File: src/rtl/mat_load_ctrl.sv
// Load sequencer for the 3x3 byte-matrix buffer: streams 9 bytes row-major into
// the buffer, holds the matrix until acknowledged, then zero-clears it.
module mat_load_ctrl #(
    parameter int unsigned TIMEOUT = 50000
) (
    input  logic       i_clk,
    input  logic       i_rst,
    input  logic [7:0] i_rx_data,
    input  logic       i_rx_valid,
    output logic       o_rx_ready,
    output logic       o_wr_en,
    output logic [3:0] o_wr_addr,
    output logic [7:0] o_wr_data,
    output logic       o_mat_valid,
    input  logic       i_mat_ack,
    output logic [3:0] o_count,
    output logic       o_overrun,
    output logic       o_timeout
);

    localparam int unsigned CW = 4;
    localparam int unsigned DW = 8;
    localparam int unsigned IW = 16;
    localparam logic [CW-1:0] LAST_IDX = CW'(8);
    localparam logic [IW-1:0] IDLE_MAX = IW'(TIMEOUT);

    typedef enum logic [1:0] {
        LOAD   = 2'd0,
        COMMIT = 2'd1,
        HOLD   = 2'd2,
        CLEAR  = 2'd3
    } state_e;

    state_e        state_q, state_d;
    logic [CW-1:0] count_q, count_d;
    logic [CW-1:0] clr_q, clr_d;
    logic [IW-1:0] idle_q, idle_d;
    logic          wr_en_q, wr_en_d;
    logic [CW-1:0] wr_addr_q, wr_addr_d;
    logic [DW-1:0] wr_data_q, wr_data_d;
    logic          mat_valid_q, mat_valid_d;
    logic          overrun_q, overrun_d;
    logic          timeout_q, timeout_d;

    always_ff @(posedge i_clk or posedge i_rst) begin
        if (i_rst) begin
            state_q     <= LOAD;
            count_q     <= '0;
            clr_q       <= '0;
            idle_q      <= '0;
            wr_en_q     <= 1'b0;
            wr_addr_q   <= '0;
            wr_data_q   <= '0;
            mat_valid_q <= 1'b0;
            overrun_q   <= 1'b0;
            timeout_q   <= 1'b0;
        end else begin
            state_q     <= state_d;
            count_q     <= count_d;
            clr_q       <= clr_d;
            idle_q      <= idle_d;
            wr_en_q     <= wr_en_d;
            wr_addr_q   <= wr_addr_d;
            wr_data_q   <= wr_data_d;
            mat_valid_q <= mat_valid_d;
            overrun_q   <= overrun_d;
            timeout_q   <= timeout_d;
        end
    end

    always_comb begin
        state_d     = state_q;
        count_d     = count_q;
        clr_d       = clr_q;
        idle_d      = idle_q;
        wr_en_d     = 1'b0;
        wr_addr_d   = wr_addr_q;
        wr_data_d   = wr_data_q;
        mat_valid_d = 1'b0;
        overrun_d   = 1'b0;
        timeout_d   = 1'b0;

        case (state_q)
            LOAD: begin
                if (i_rx_valid) begin
                    wr_en_d   = 1'b1;
                    wr_addr_d = count_q;
                    wr_data_d = i_rx_data;
                    count_d   = count_q + CW'(1);
                    idle_d    = '0;
                    if (count_q == LAST_IDX) begin
                        state_d = COMMIT;
                    end
                end else if ((TIMEOUT != 0) && (count_q != '0)) begin
                    // Expiry is the idle cycle that would bring idle up to TIMEOUT
                    if (idle_q == IDLE_MAX - IW'(1)) begin
                        timeout_d = 1'b1;
                        state_d   = CLEAR;
                        count_d   = '0;
                        clr_d     = '0;
                        idle_d    = '0;
                    end else begin
                        idle_d = idle_q + IW'(1);
                    end
                end else begin
                    idle_d = '0;
                end
            end
            COMMIT: begin
                overrun_d   = i_rx_valid;
                mat_valid_d = 1'b1;
                state_d     = HOLD;
            end
            HOLD: begin
                overrun_d = i_rx_valid;
                if (i_mat_ack) begin
                    state_d = CLEAR;
                    count_d = '0;
                    clr_d   = '0;
                end else begin
                    mat_valid_d = 1'b1;
                end
            end
            CLEAR: begin
                overrun_d = i_rx_valid;
                wr_en_d   = 1'b1;
                wr_addr_d = clr_q;
                wr_data_d = '0;
                clr_d     = clr_q + CW'(1);
                if (clr_q == LAST_IDX) begin
                    state_d = LOAD;
                    idle_d  = '0;
                end
            end
            default: begin
                state_d = LOAD;
            end
        endcase
    end

    assign o_rx_ready  = (state_q == LOAD);
    assign o_wr_en     = wr_en_q;
    assign o_wr_addr   = wr_addr_q;
    assign o_wr_data   = wr_data_q;
    assign o_mat_valid = mat_valid_q;
    assign o_count     = count_q;
    assign o_overrun   = overrun_q;
    assign o_timeout   = timeout_q;

endmodule

File: config.mk
export PLATFORM = sky130hd
export DESIGN_NAME = mat_load_ctrl
export DESIGN_NICKNAME = d
export VERILOG_FILES = /design/src/rtl/mat_load_ctrl.sv
export SDC_FILE = /design/constraint.sdc
export NUM_CORES = 1
export LEC_CHECK = 0
export CORE_ASPECT_RATIO = 1.2
export CORE_MARGIN = 2
export CORE_UTILIZATION = 50
export DETAILED_ROUTE_END_ITERATION = 10
export DONT_BUFFER_PORTS = 1
export SYNTH_ARGS = -nofsm -noshare
export SYNTH_HDL_FRONTEND = slang
export SYNTH_SLANG_ARGS = --single-unit
File: constraint.sdc
create_clock -name i_clk -period 5.55 [get_ports i_clk]
set_clock_uncertainty 0.15 [all_clocks]
set_input_delay 0.555 -clock i_clk [delete_from_list [all_inputs] [get_ports i_clk]]
set_output_delay 0.555 -clock i_clk [all_outputs]
set_load 0.01 [all_outputs]
; ---- After elaboration in Yosys (flattened, before gate mapping)
; Index checks and enable logic that the tools add are counted.
[op_classes]
n_mux = 32
addsub = 3
reduce_logical = 11
n_eq_ne = 15
[op_table]
columns = op, count
row1 = 16-bit two-way mux, 4
row2 = 16-bit one-hot mux with 2 select lines, 1
row3 = 4-bit two-way mux, 6
row4 = "16-bit by 1-bit adder with 16-bit output, second input constant", 1
row5 = "16-bit == test, second input constant", 1
row6 = 4-bit one-hot mux with 2 select lines, 2
row7 = 8-bit one-hot mux with 2 select lines, 1
row8 = 2-bit two-way mux, 6
row9 = 4-bit one-hot mux with 3 select lines, 1
row10 = 5-bit AND reduction, 2
row11 = "3-bit by 2-bit != test with 1-bit output, second input constant", 3
row12 = "4-bit by 1-bit adder with 4-bit output, second input constant", 2
row13 = "4-bit == test, second input constant", 2
row14 = 8-bit two-way mux, 1
row15 = "2-bit != test, second input constant", 4
row16 = 2-bit one-hot mux with 4 select lines, 1
row17 = 1-bit two-way mux, 7
row18 = "2-bit == test, second input constant", 2
row19 = "2-bit by 1-bit != test with 1-bit output, second input constant", 2
row20 = 1-bit one-hot mux with 2 select lines, 2
row21 = 2-bit AND reduction, 2
row22 = 4-bit AND reduction, 1
row23 = 2-bit nonzero test, 2
row24 = 4-bit nonzero test, 1
row25 = 4 further kinds, 4
[totals]
regBits = 42
inputBits = 12
output_inout_bits = 21
word_cells = 71

; ---- Longest topological paths before layout
[logic_depth]
word_depth = 5
ltp_mapped = 7
mapped_depth_nobuf = 6

; ---- Least setup slack after synthesis
; OpenSTA, ideal clock, no wires.
[synth_path]
path_type = register to register
startpoint = reg idle_q[4]
endpoint = reg idle_q[15]
arrival_ps = 1894
stages_incl_launch_ff = 7
path_slack_ps = 3372
setup_ps = 133
synth_period_minus_slack_ps = 2178
required_time_ps = 5267
n_path_buf = 2
path_cell_list = dfrtp_1 > or4b_1 > or4_4 > buf_6 > buf_6 > o2111ai_2 > o211ai_1
[synth_between]
elab_chain_len = 5
elab_cells_between_ends = 6
cone_classes = add/sub (1) / eq/ne (1) / mux (4)
[synth_lines]
columns = element, line
row1 = "start, declared", 37  ; logic [IW-1:0] idle_q, idle_d;
row2 = "start signal, assigned", 61  ; idle_q <= idle_d;
row3 = 16-bit by 1-bit adder with 16-bit output or 16-bit == test (tied branches), "103, 96"
row4 = 16-bit two-way mux (*), 96  ; if (idle_q == IDLE_MAX - IW'(1)) begin
row5 = 16-bit two-way mux (*), 94  ; end else if ((TIMEOUT != 0) && (count_q != '0)) begin
row6 = 16-bit two-way mux (*), 85  ; if (i_rx_valid) begin
row7 = 16-bit one-hot mux with 2 select lines (*), 83  ; case (state_q)
; Every way passes the cells marked *; elsewhere a longest branch is shown, timed or not.
; A chain may end at the register's enable or synchronous reset.

; ---- Worst setup path after layout
[layout_path]
startpoint = reg state_q[1]
endpoint = reg idle_q[5]
[layout_between]
elab_chain_len = 3
elab_cells_between_ends = 6
cone_classes = eq/ne (2) / mux (1) / reduce/logical (3)
[layout_lines]
columns = element, line
row1 = "start, declared", 34  ; state_e state_q, state_d;
row2 = "start signal, assigned", 58  ; state_q <= state_d;
row3 = 2-bit zero test (*), -
row4 = named net o_rx_ready, 10  ; output logic o_rx_ready,
row5 = 2-bit nonzero test (no source line), -
row6 = 2-bit AND reduction (no source line), -
; The timed path passes the listed nets; every way through them passes the cells marked *.

==> results.cfg <==
[yosys]
synthTopCellsByArea = dfrtp_1, ha_1, nand2_1
synth-edff-count = 0
synth_most_common_cell = dfrtp_1
synth_nets = 272
ys_async_sr_fraction_pct = 100
yosys-top-cells-count = dfrtp_1, nand2_1, o21ai_0
synth_area_sq_um = 2410
ys_dominant_reg_cell = dfrtp_1
synth_top_cell_by_area = dfrtp_1
ys_seq_area_share_pct = 43.6
synth_cell_types = 56
syn_inst = 250
syn_avg_cell_area_sq_um = 9.63
yosys_warnings = 0
ys_ff_latch = 42
netlist.area_leader.share_pct = 43.6

[power_and_ir_drop]
p_sw_w = 0.000545
peakVddDrop_v = 0.000177
p_comb_share_pct = 42.2
p_seq_share_pct = 41.1
clockPowerShare_pct = 16.7
total_power_w = 0.00124
p_leak_nw = 1.05
switching_share_pct = 43.9
p_int_w = 0.000698
power.density_nw_per_um2 = 491

[global_route]
grtUsageTotal_pct = 20.2
grt_max_degree = 43
overflow = 0
antenna_found_initial = 0
grt_pass1_vias = 1770
grt_pass1_wl_mm = 8.41

[layout]
instances_no_fill = 307
drive_above_1_share_pct = 7.63
antenna_cells = 0
fillCellCount = 433
nets = 270
syn_to_final_growth_pct = 5.09

[setup_path]
setup.worst_path.start_class = flop
crit_fanout = 13
required_ns = 5.61
path_class = flop to flop
worstSetupEndpointType = flop
cp.arrival_ns = 2.93

[sta]
setup_viol = 0
min_period_over_period_pct = 51.7
max_clock_freq_mhz = 349
max_slew_margin_pct = 24.5
worst_pin_slew_ns = 1.12
period_minus_slack_ns = 2.87
hold_violations = 0
fin_tns_setup_ns = 0
slew_viol_final = 0
rsz0062_at_grt = false
setup_ws_ns = 2.68

[cts]
holdBufCountCts = 0
cts_inserted_buffers = 5
clock_latency_ns = 0.29
cts_sinks = 42
htreeDepth = 2
post_cts_buffers = 0
cts-root-buf = clkbuf_8
cts_tree = built
cts_resized = 0
cts_buffer_depth = 2
clk_pin_slew_worst_paths_ns = 0.08

[floorplanning]
ios = 33
num_rows = 27
die_area_sq_um = 5390
core_area_sq_um = 4630
die_w_um = 67.4
initial_utilization_pct = 52.0
die_h_um = 80.0

[route]
wirelength_mm = 5.03
drc = 0
post_drt_via_cell_ratio = 6.15
dr.pass1.iters = 5
drt_iter0_markers = 80
wl_per_cell_um = 16.4
ant_nets = 0
vias = 1889

[placement]
dp_hpwl_mm = 3.54
dp_slack_ns = 2.71
portBuffers = 0
gp_routability_congestion = 0.752
place_inst = 299

[status]
run_status = complete, no violations

[run]
cap_violations = 0

[min_path]
min_path_type = primary input to asynchronous set/reset pin
critical path, cell delays in order, from the launching register on:
cell and delay (ns):
dfrtp_1 0.43, inv_1 0.14, ha_1 0.53, nand2b_1 0.21, nor3_1 0.94, a31oi_1 0.21, a31oi_1 0.19
final cells by class:
| class | count | area (sq um) | area share (%) |
|---|---|---|---|
| multi-input cells | 184 | 1250 | 49.5 |
| repair buffers | 1 | 7.51 | 0.297 |
| inverters | 14 | 52.6 | 2.08 |
| well taps | 58 | 72.6 | 2.87 |
| clock buffers | 6 | 82.6 | 3.26 |
| clock inverters | 2 | 12.5 | 0.494 |
| flip-flops and latches | 42 | 1050 | 41.5 |
logic make-up (layout without fill, tap and decap cells):
logic type | after synthesis | count (layout) | share of synthesized area (%)
AOI/OAI and AO/OA | 65 | 65 | 19.4
xor gates and xnor gates | 1 | 1 | 0.364
adders and majority gates | 10 | 10 | 5.19
buffers and inverters | 24 | 23 | 4.36
DFF | 42 | 42 | 43.6
muxes | 8 | 8 | 3.32
and+or+nand+nor | 100 | 100 | 23.7
per-stage QoR:
step / instance area [sq um] / util (%) / hold slack, ns
3_3_place_gp: 2440 / 52.6 / 0.382
2_1_floorplan: 2410 / - / 0.339
6_report: 2530 / 54.7 / 0.120
4_1_cts: 2530 / 54.7 / 0.139
3_5_place_dp: 2440 / 52.6 / 0.387
5_1_grt: 2530 / 54.7 / 0.166
placed cells by master (no fill, tap or decap), types with 2 or more instances in the layout:
master | synthesis | final
or3_1 | 3 | 3
nor3_1 | 4 | 4
o31ai_1 | 3 | 3
nor2_1 | 10 | 10
ha_1 | 10 | 10
or4_1 | 3 | 3
or3b_1 | 3 | 3
nor2b_1 | 3 | 3
and3_1 | 4 | 4
a211oi_1 | 2 | 2
clkbuf_8 | 0 | 6
nand2b_1 | 12 | 12
a31oi_1 | 14 | 14
inv_1 | 14 | 13
o41ai_1 | 2 | 2
nand3b_1 | 3 | 3
o211ai_1 | 4 | 4
nor3_2 | 2 | 2
a21oi_1 | 5 | 5
nand3_1 | 9 | 9
and2_1 | 2 | 2
nor4_1 | 2 | 2
o21a_1 | 2 | 2
nor3b_1 | 2 | 2
nand2_1 | 26 | 26
o21ai_0 | 15 | 15
nand4_1 | 5 | 5
o21ai_1 | 2 | 2
dfrtp_1 | 42 | 42
mux2i_1 | 8 | 8
state kept, by name (all words and copies together) (netlist names):
| name | flops |
|---|---|
| idle_q | 16 |
| o_wr_data | 8 |
| clr_q | 4 |
| o_count | 4 |
| o_wr_addr | 4 |
| state_q | 2 |
| o_mat_valid | 1 |
| o_overrun | 1 |
| o_timeout | 1 |
| o_wr_en | 1 |
power by group through the flow:
| stage | Clock [W] | Sequential (W) | Combinational [W] |
|---|---|---|---|
| after global routing | 0.000229 | 0.000527 | 0.000596 |
| after CTS | 0.000213 | 0.000513 | 0.000530 |
| after global placement | 0 | 0.000516 | 0.000520 |
| after detailed placement | 0 | 0.000520 | 0.000528 |
| final | 0.000207 | 0.000511 | 0.000524 |
| after floorplan | 0 | 0.000493 | 0.000439 |
metal layers:
layer / vias to the layer above / GRT usage, % / routed length (um)
met5: - / 0 / 0
met4: 0 / 5.10 / 26
met3: 2 / 3.95 / 112
met2: 29 / 34.2 / 2610
met1: 940 / 26.0 / 2280
li1: 918 / - / -
worst paths after layout:
| path | startpoint | slack (ns) | depth (start not counted) | to |
|---|---|---|---|---|
| min reg2reg | o_wr_data[1] | 0.40 | 2 | o_wr_data[1] |
| max reg2reg | state_q[1] | 2.68 | 6 | idle_q[5] |
| max | state_q[1] | 2.68 | 6 | idle_q[5] |
| max in group asynchronous | i_rst | 4.77 | 2 | o_overrun |
| min | i_rst | 0.12 | 2 | idle_q[14] |
| min in group i_clk | i_rx_data[4] | 0.25 | 2 | o_wr_data[4] |
No activity file was read; power rests on OpenSTA's default activity.
